<file path="config.mk">
export PLATFORM = sky130hd
export DESIGN_NAME = hdmi_bringup_seq
export DESIGN_NICKNAME = d
export VERILOG_FILES = /design/src/rtl/hdmi_bringup_seq.sv
export SDC_FILE = /design/constraint.sdc
export NUM_CORES = 1
export LEC_CHECK = 0
export CAP_MARGIN = 20
export CORE_ASPECT_RATIO = 1.5
export CORE_MARGIN = 4
export CORE_UTILIZATION = 45
export CTS_CLUSTER_SIZE = 40
export DETAILED_ROUTE_END_ITERATION = 8
export GPL_ROUTABILITY_DRIVEN = 1
export PLACE_DENSITY = 0.63
export SKIP_CTS_REPAIR_TIMING = 1
export SYNTH_ARGS = -nofsm -noshare
export SYNTH_HDL_FRONTEND = slang
export SYNTH_SLANG_ARGS = --single-unit
</file>
<file path="constraint.sdc">
create_clock -name clk -period 3.2 [get_ports clk]
set_input_delay 0.64 -clock clk [delete_from_list [all_inputs] [get_ports clk]]
set_output_delay 0.64 -clock clk [all_outputs]
set_load 0.005 [all_outputs]
</file>
<file path="src/rtl/hdmi_bringup_seq.sv">
// HDMI link bring-up sequencer: PLL reset, lock qualification, divider and pixel reset release,
// TMDS enable, with bounded retries and a fault state.
module hdmi_bringup_seq #(
  parameter int unsigned PLL_RST_CYCLES      = 16,
  parameter int unsigned LOCK_STABLE_CYCLES  = 1024,
  parameter int unsigned LOCK_TIMEOUT_CYCLES = 1048576,
  parameter int unsigned SETTLE_CYCLES       = 16,
  parameter int unsigned MAX_RETRY           = 3
) (
  input  logic       clk,
  input  logic       resetn,
  input  logic       pll_lock,
  input  logic       restart,
  output logic       pll_reset,
  output logic       div_resetn,
  output logic       pix_resetn,
  output logic       tmds_oe,
  output logic       ready,
  output logic       fault,
  output logic [2:0] state,
  output logic [3:0] retry_cnt
);

  localparam int unsigned MaxA = (PLL_RST_CYCLES > LOCK_STABLE_CYCLES) ?
                                 PLL_RST_CYCLES : LOCK_STABLE_CYCLES;
  localparam int unsigned MaxB = (LOCK_TIMEOUT_CYCLES > SETTLE_CYCLES) ?
                                 LOCK_TIMEOUT_CYCLES : SETTLE_CYCLES;
  localparam int unsigned MaxCnt = (MaxA > MaxB) ? MaxA : MaxB;
  localparam int unsigned CntW   = $clog2(MaxCnt + 1);

  // Counter loads are N-1 so a state lasts exactly N cycles.
  localparam logic [CntW-1:0] RstLoad     = CntW'(PLL_RST_CYCLES - 1);
  localparam logic [CntW-1:0] TimeoutLoad = CntW'(LOCK_TIMEOUT_CYCLES - 1);
  localparam logic [CntW-1:0] StableLoad  = CntW'(LOCK_STABLE_CYCLES - 1);
  localparam logic [CntW-1:0] SettleLoad  = CntW'(SETTLE_CYCLES - 1);
  localparam logic [3:0]      MaxRetry    = 4'(MAX_RETRY);

  typedef enum logic [2:0] {
    StIdle       = 3'd0,
    StPllRst     = 3'd1,
    StWaitLock   = 3'd2,
    StLockStable = 3'd3,
    StDivEn      = 3'd4,
    StPixEn      = 3'd5,
    StRun        = 3'd6,
    StFault      = 3'd7
  } state_e;

  state_e          state_q, state_d;
  logic [CntW-1:0] cnt_q, cnt_d;
  logic [3:0]      retry_q, retry_d, retry_inc;
  logic            lock_meta_q, lock_s_q;
  state_e          fail_st;

  always_comb begin
    retry_inc = (retry_q == 4'd15) ? 4'd15 : retry_q + 4'd1;
    fail_st   = (retry_inc == MaxRetry) ? StFault : StPllRst;
    state_d   = state_q;
    cnt_d     = (cnt_q == '0) ? '0 : cnt_q - 1'b1;
    retry_d   = retry_q;
    if (restart) begin
      state_d = StPllRst;
      cnt_d   = RstLoad;
      retry_d = 4'd0;
    end else begin
      unique case (state_q)
        StIdle: begin
          state_d = StPllRst;
          cnt_d   = RstLoad;
        end
        StPllRst: begin
          if (cnt_q == '0) begin
            state_d = StWaitLock;
            cnt_d   = TimeoutLoad;
          end
        end
        StWaitLock: begin
          if (lock_s_q) begin
            state_d = StLockStable;
            cnt_d   = StableLoad;
          end else if (cnt_q == '0) begin
            state_d = fail_st;
            cnt_d   = RstLoad;
            retry_d = retry_inc;
          end
        end
        StLockStable: begin
          // A glitch only restarts qualification; it does not count as a failed attempt.
          if (!lock_s_q) begin
            state_d = StWaitLock;
            cnt_d   = TimeoutLoad;
          end else if (cnt_q == '0) begin
            state_d = StDivEn;
            cnt_d   = SettleLoad;
          end
        end
        StDivEn, StPixEn, StRun: begin
          if (!lock_s_q) begin
            state_d = fail_st;
            cnt_d   = RstLoad;
            retry_d = retry_inc;
          end else if (state_q == StDivEn && cnt_q == '0) begin
            state_d = StPixEn;
            cnt_d   = SettleLoad;
          end else if (state_q == StPixEn && cnt_q == '0) begin
            state_d = StRun;
            retry_d = 4'd0;
          end
        end
        StFault: ;
        default: state_d = StIdle;
      endcase
    end
  end

  // Outputs are registered from the next state so they always match state_q.
  always_ff @(posedge clk or negedge resetn) begin
    if (!resetn) begin
      lock_meta_q <= 1'b0;
      lock_s_q    <= 1'b0;
      state_q     <= StIdle;
      cnt_q       <= '0;
      retry_q     <= 4'd0;
      pll_reset   <= 1'b1;
      div_resetn  <= 1'b0;
      pix_resetn  <= 1'b0;
      tmds_oe     <= 1'b0;
      ready       <= 1'b0;
      fault       <= 1'b0;
    end else begin
      lock_meta_q <= pll_lock;
      lock_s_q    <= lock_meta_q;
      state_q     <= state_d;
      cnt_q       <= cnt_d;
      retry_q     <= retry_d;
      pll_reset   <= (state_d == StPllRst);
      div_resetn  <= (state_d == StDivEn) || (state_d == StPixEn) || (state_d == StRun);
      pix_resetn  <= (state_d == StPixEn) || (state_d == StRun);
      tmds_oe     <= (state_d == StRun);
      ready       <= (state_d == StRun);
      fault       <= (state_d == StFault);
    end
  end

  assign state     = state_q;
  assign retry_cnt = retry_q;

endmodule

</file>
=== After elaboration in Yosys (flattened, before gate mapping) ===
Index checks and enable logic that the tools add are counted.

* Word-level logic and storage cells: 67
* Register bits after elaboration: 35

* Eq/ne operators: 17
* Multiplexer cells: 28
* Reduce and logical (&&, ||, !) cells: 10
* Add/sub/neg operators: 2

{| class="wikitable"
|+ Operators with widths
! kind !! count
|-
| 21-bit 2-to-1 mux || 8
|-
| 21-bit case mux with 5 select lines || 1
|-
| 3-bit 2-to-1 mux || 10
|-
| 4-bit 2-to-1 mux || 7
|-
| 3-bit == test, second input constant || 7
|-
| 21-bit zero test || 1
|-
| 21-bit by 1-bit subtractor with 21-bit output, second input constant || 1
|-
| 3-bit case mux with 5 select lines || 1
|-
| 4-bit inequality test, second input constant || 2
|-
| 4-bit case mux with 2 select lines || 1
|-
| 3-bit by 1-bit == test with 1-bit output, second input constant || 2
|-
| 3-bit by 2-bit == test with 1-bit output, second input constant || 2
|-
| 3-bit inequality test, second input constant || 2
|-
| 5-bit AND reduction || 1
|-
| 4-bit by 1-bit adder with 4-bit output, second input constant || 1
|-
| 4-bit by 2-bit == test with 1-bit output, second input constant || 1
|-
| 4-bit == test, second input constant || 1
|-
| 3-bit zero test || 1
|-
| 1-bit logical OR || 3
|-
| 3-bit nonzero test || 1
|-
| 3-bit OR reduction || 1
|-
| 1-bit logical AND || 2
|}

=== Logic depth before layout (Yosys ltp) ===
* Depth in word-level cells: 11
* Mapped depth: 8
* Mapped depth without buffers: 8

=== Worst setup path after synthesis ===
No wires, ideal clock.

* Kind: reg-to-reg
* From: reg retry_q[0], in the netlist retry_cnt[0]
* To: reg ready
* Clock period less this slack: 2.288 ns
* Library setup time: 0.073 ns
* Arrival time: 2.215 ns
* Stages on the path, launching flop included: 8
* Path slack: 0.912 ns
* Cells stage by stage: dfrtp_1 > ha_1 > or3b_1 > or4_1 > a2111o_1 > a21oi_2 > nand2b_1 > nor2b_1

* Word-level cells in the longest chain between the ends: 9

{| class="wikitable"
|+ Ends and longest elaborated chain
! element !! RTL line !! text
|-
| from (decl) || 51 || <nowiki>logic [3:0] retry_q, retry_d, retry_inc;</nowiki>
|-
| from (signal assigned) || 135 || <nowiki>retry_q <= retry_d;</nowiki>
|-
| 4-bit by 1-bit adder with 4-bit output or 4-bit == test (tied branches) || 56 || <nowiki>retry_inc = (retry_q == 4'd15) ? 4'd15 : retry_q + 4'd1;</nowiki>
|-
| 4-bit 2-to-1 mux * || 56 ||
|-
| 4-bit by 2-bit == test with 1-bit output * || 57 || <nowiki>fail_st = (retry_inc == MaxRetry) ? StFault : StPllRst;</nowiki>
|-
| 3-bit 2-to-1 mux * || 57 ||
|-
| 3-bit 2-to-1 mux || 81 || <nowiki>end else if (cnt_q == '0) begin</nowiki>
|-
| 3-bit 2-to-1 mux || 78 || <nowiki>if (lock_s_q) begin</nowiki>
|-
| 3-bit case mux with 5 select lines * || 66 || <nowiki>unique case (state_q)</nowiki>
|-
| 3-bit 2-to-1 mux * || 61 || <nowiki>if (restart) begin</nowiki>
|-
| net state_d[2] || 49 || <nowiki>state_e state_q, state_d;</nowiki>
|-
| 3-bit == test * || 140 || <nowiki>ready <= (state_d == StRun);</nowiki>
|-
| to (signal assigned) || 140 ||
|-
| to (decl) || 18 || <nowiki>output logic ready,</nowiki>
|}

The timed path passes the listed nets; every way through them passes the cells marked *.
A chain may end at the register's enable or synchronous reset.

=== Worst setup path in the final report ===
* From: reg cnt_q[0]
* To: reg ready

* Word-level cells in the longest chain between the ends: 8

{| class="wikitable"
|+ Ends and longest elaborated chain
! element !! RTL line !! text
|-
| from (decl) || 50 || <nowiki>logic [CntW-1:0] cnt_q, cnt_d;</nowiki>
|-
| from (signal assigned) || 134 || <nowiki>cnt_q <= cnt_d;</nowiki>
|-
| 21-bit zero test * || -- ||
|-
| 1-bit logical AND || 105 || <nowiki>end else if (state_q == StPixEn && cnt_q == '0) begin</nowiki>
|-
| 3-bit 2-to-1 mux || 105 ||
|-
| 3-bit 2-to-1 mux || 102 || <nowiki>end else if (state_q == StDivEn && cnt_q == '0) begin</nowiki>
|-
| 3-bit 2-to-1 mux || 98 || <nowiki>if (!lock_s_q) begin</nowiki>
|-
| 3-bit case mux with 5 select lines * || 66 ||
|-
| 3-bit 2-to-1 mux * || 61 ||
|-
| 3-bit == test * || 140 ||
|}

Every way passes the cells marked *; elsewhere a longest branch is shown, timed or not.

==> results.cfg <==
[detailed_routing]
wl_per_cell_um = 15.12
drtPass1Iterations = 4
vias_per_cell = 5.734
drc = 0
drt_wl_total_um = 4885
vias = 1852
ant_nets = 0
drtIter0Drc = 78

[setup_path]
required_ps = 3380
cp-start-kind = register
critPathMaxFanout = 7
startpoint = cnt_q[0]
critPathKind = register to register
arrival_ps = 2750
end_kind = register
r2r_start = cnt_q[0]

[power_and_ir_drop]
seq_power_share = 0.572
p_int_mw = 0.6106
p_leak_nw = 1.109
powerDensity_mw_per_mm2 = 325.2
switchingPower_mw = 0.1838
power_frac_clock = 0.385
power.ir.vdd_worst_mv = 0.1855
switching_share = 0.2314
p_comb_frac = 0.043

[timing]
max_freq_mhz = 388.5
slew_headroom = 0.4816
maxSlewViolCount = 0
min_period_ps = 2574
layout_setup_ws_ps = 626.2
hold_ws_ps = 355.8
min_period_over_period = 0.8043
worstMarginPinSlew_ps = 777.6
setup-tns-final_ps = 0
setup_violations = 0
final-hold-violation-count = 0
skew_ps = 7.156
grt_setup_unrepaired = false

[layout]
nets = 264
multi_input_area_mm2 = 0.001185
num_antenna_cells = 0
fill_cells = 465
drive_above_1_share = 0.08880
syn_to_final_growth_pct = 14.02
regArea_um2 = 877.1
design_area_mm2 = 0.002442

[place]
place_area_mm2 = 0.002361
portBuffers = 16
place_hpwl_um = 3539
pre_cts_slack_ps = 659.2
gp_congestion = 0.8149

[logic_synthesis]
synthTopCellsByArea = dfrtp_1 40%, nand2_1 6.1%, a21oi_1 4.9%, xor2_1 4.9%, nor2_1 3.5%
synthArstFlopShare = 1.000
yosys-top-cells-count = 35 x nand2_1, 34 x dfrtp_1, 21 x a21oi_1
synth_fp_nets = 248
syn_inst = 242
synth_ff_type = dfrtp_1
synth_top_area_cell = dfrtp_1
synth_warnings = 0
synth_most_common_cell = nand2_1
synth.cell_area_mm2 = 0.002142
yosysUniqueCellTypes = 55
synth-seq-cells = 35
post-synth-top-area-fraction = 0.3972
ys_seq_area_frac = 0.4095
synth_edf_count = 0
syn_avg_cell_area_um2 = 8.851

[floorplanning]
dieArea_mm2 = 0.005951
floorplan.initialDensity = 0.4678
chipWidth_um = 64.34
coreArea_mm2 = 0.004579
rows = 30
die_height_um = 92.50
ios = 17

[cts]
numCtsBuffers = 5
worstSkewPairLatency_ps = 280
cts.sinks = 35
cts_htree_levels = 2
root_buffer = clkbuf_8
cts_tree = built
path_clk_slew_ps = 70
cts.path.max_buffers = 2

[flow_run]
cap_violations = 0

[grt]
track_usage = 0.1840
antenna_found_initial = 0
grt_overflow = 0
grt_pass1_vias = 1881
grt_max_degree = 36
grt_pass1_wl_um = 8721

[outcome]
status = finished, final reports clean

[worst_hold_path]
min-delay-start = lock_meta_q
worstHoldPathType = register to register
[cells in the final DEF (no fill, tap or decap), types with 2 or more instances in the layout]
master           netlist  final
nand3_1                2      2
or2_1                  2      2
o31ai_1                3      3
o21ai_0                9      9
nor3_1                 4      4
xnor2_1                5      5
xor2_1                12     12
a32oi_1                2      2
buf_4                  1      4
a31oi_1                4      4
o22ai_1                2      2
clkbuf_8               0      5
clkdlybuf4s50_1        0     15
nand2_1               35     35
o31a_1                 2      2
dfrtp_1               34     34
o21ai_1                4      4
nand4_2                2      2
a221oi_1               2      2
or3_1                  4      4
or4_1                  4      4
nor4_1                 5      5
nor2_1                20     20
a22oi_1                2      2
a21oi_1               21     21
ha_1                   2      2
o21a_1                 2      2
a21o_1                 2      2
o41ai_1                2      2
nor2b_1                4      4
clkbuf_1               8      2
nor4_4                 2      2
nor4_2                 2      2
nand2b_1               5      5
o22a_1                 2      2
inv_1                  9      9
[metal layers]
metal	vias up	GRT usage	share of wire
met5	-	0	0
met4	0	0.07407	0.017
met3	8	0.03762	0.039
met2	50	0.3216	0.53
met1	885	0.2168	0.42
li1	909	-	-
[power by group through the flow]
stage / Combinational, mW / Sequential, mW / Clock, mW
finish: 0.0341 / 0.454 / 0.306
global route: 0.0396 / 0.455 / 0.338
CTS: 0.0353 / 0.454 / 0.321
detailed placement: 0.0351 / 0.463 / 0
global placement: 0.0351 / 0.462 / 0
floorplan: 0.0186 / 0.460 / 0
[area by class of cell]
cell class,instances,share of cell area
Clock buffer,7,0.03125
Sequential cell,35,0.3591
Inverter,9,0.01383
Tap cell,64,0.03279
Multi-Input combinational cell,187,0.4851
Timing Repair Buffer,20,0.07582
Clock inverter,1,0.002049
[sequential cells by signal, summed over array words and instances (netlist names)]
signal / flops
ready: 1
pll_reset: 1
retry_cnt: 4
lock_s_q: 1
fault: 1
pix_resetn: 1
div_resetn: 1
lock_meta_q: 1
state: 3
cnt_q: 21
[per-stage QoR]
stage,cells,power [mW],util
finish,323,0.7944,0.5333
global route,323,0.8326,0.5333
CTS,323,0.8101,0.5333
detailed placement,315,0.4977,0.5156
global placement,315,0.4973,0.5156
floorplan,242,0.4782,-
[worst paths after layout]
kind | cells after the start | end | slack (ps)
setup / recovery | 8 | ready | 630
hold / removal | 0 | lock_s_q | 360
setup reg to reg | 8 | ready | 630
hold reg to reg | 0 | lock_s_q | 360
max in group asynchronous | 1 | lock_meta_q | 2270
min in group asynchronous | 1 | cnt_q[20] | 430
[critical path: stages (launching register included)]
cell and delay (ps):
dfrtp_1 410, inv_1 70, ha_1 200, nor3b_1 390
nand2_1 270, o41ai_1 390, a21oi_1 180, or3_1 430
nor2b_1 140
[logic make-up after synthesis]
kind of cell,Yosys count,share of synthesized area
adders and majority gates,2,0.01168
AOI/OAI and AO/OA,71,0.2237
and+or+nand+nor,97,0.2482
xor gates and xnor gates,17,0.06951
DFF,35,0.4095
buffers and inverters,20,0.03738
No activity file was read; power rests on OpenSTA's default activity.
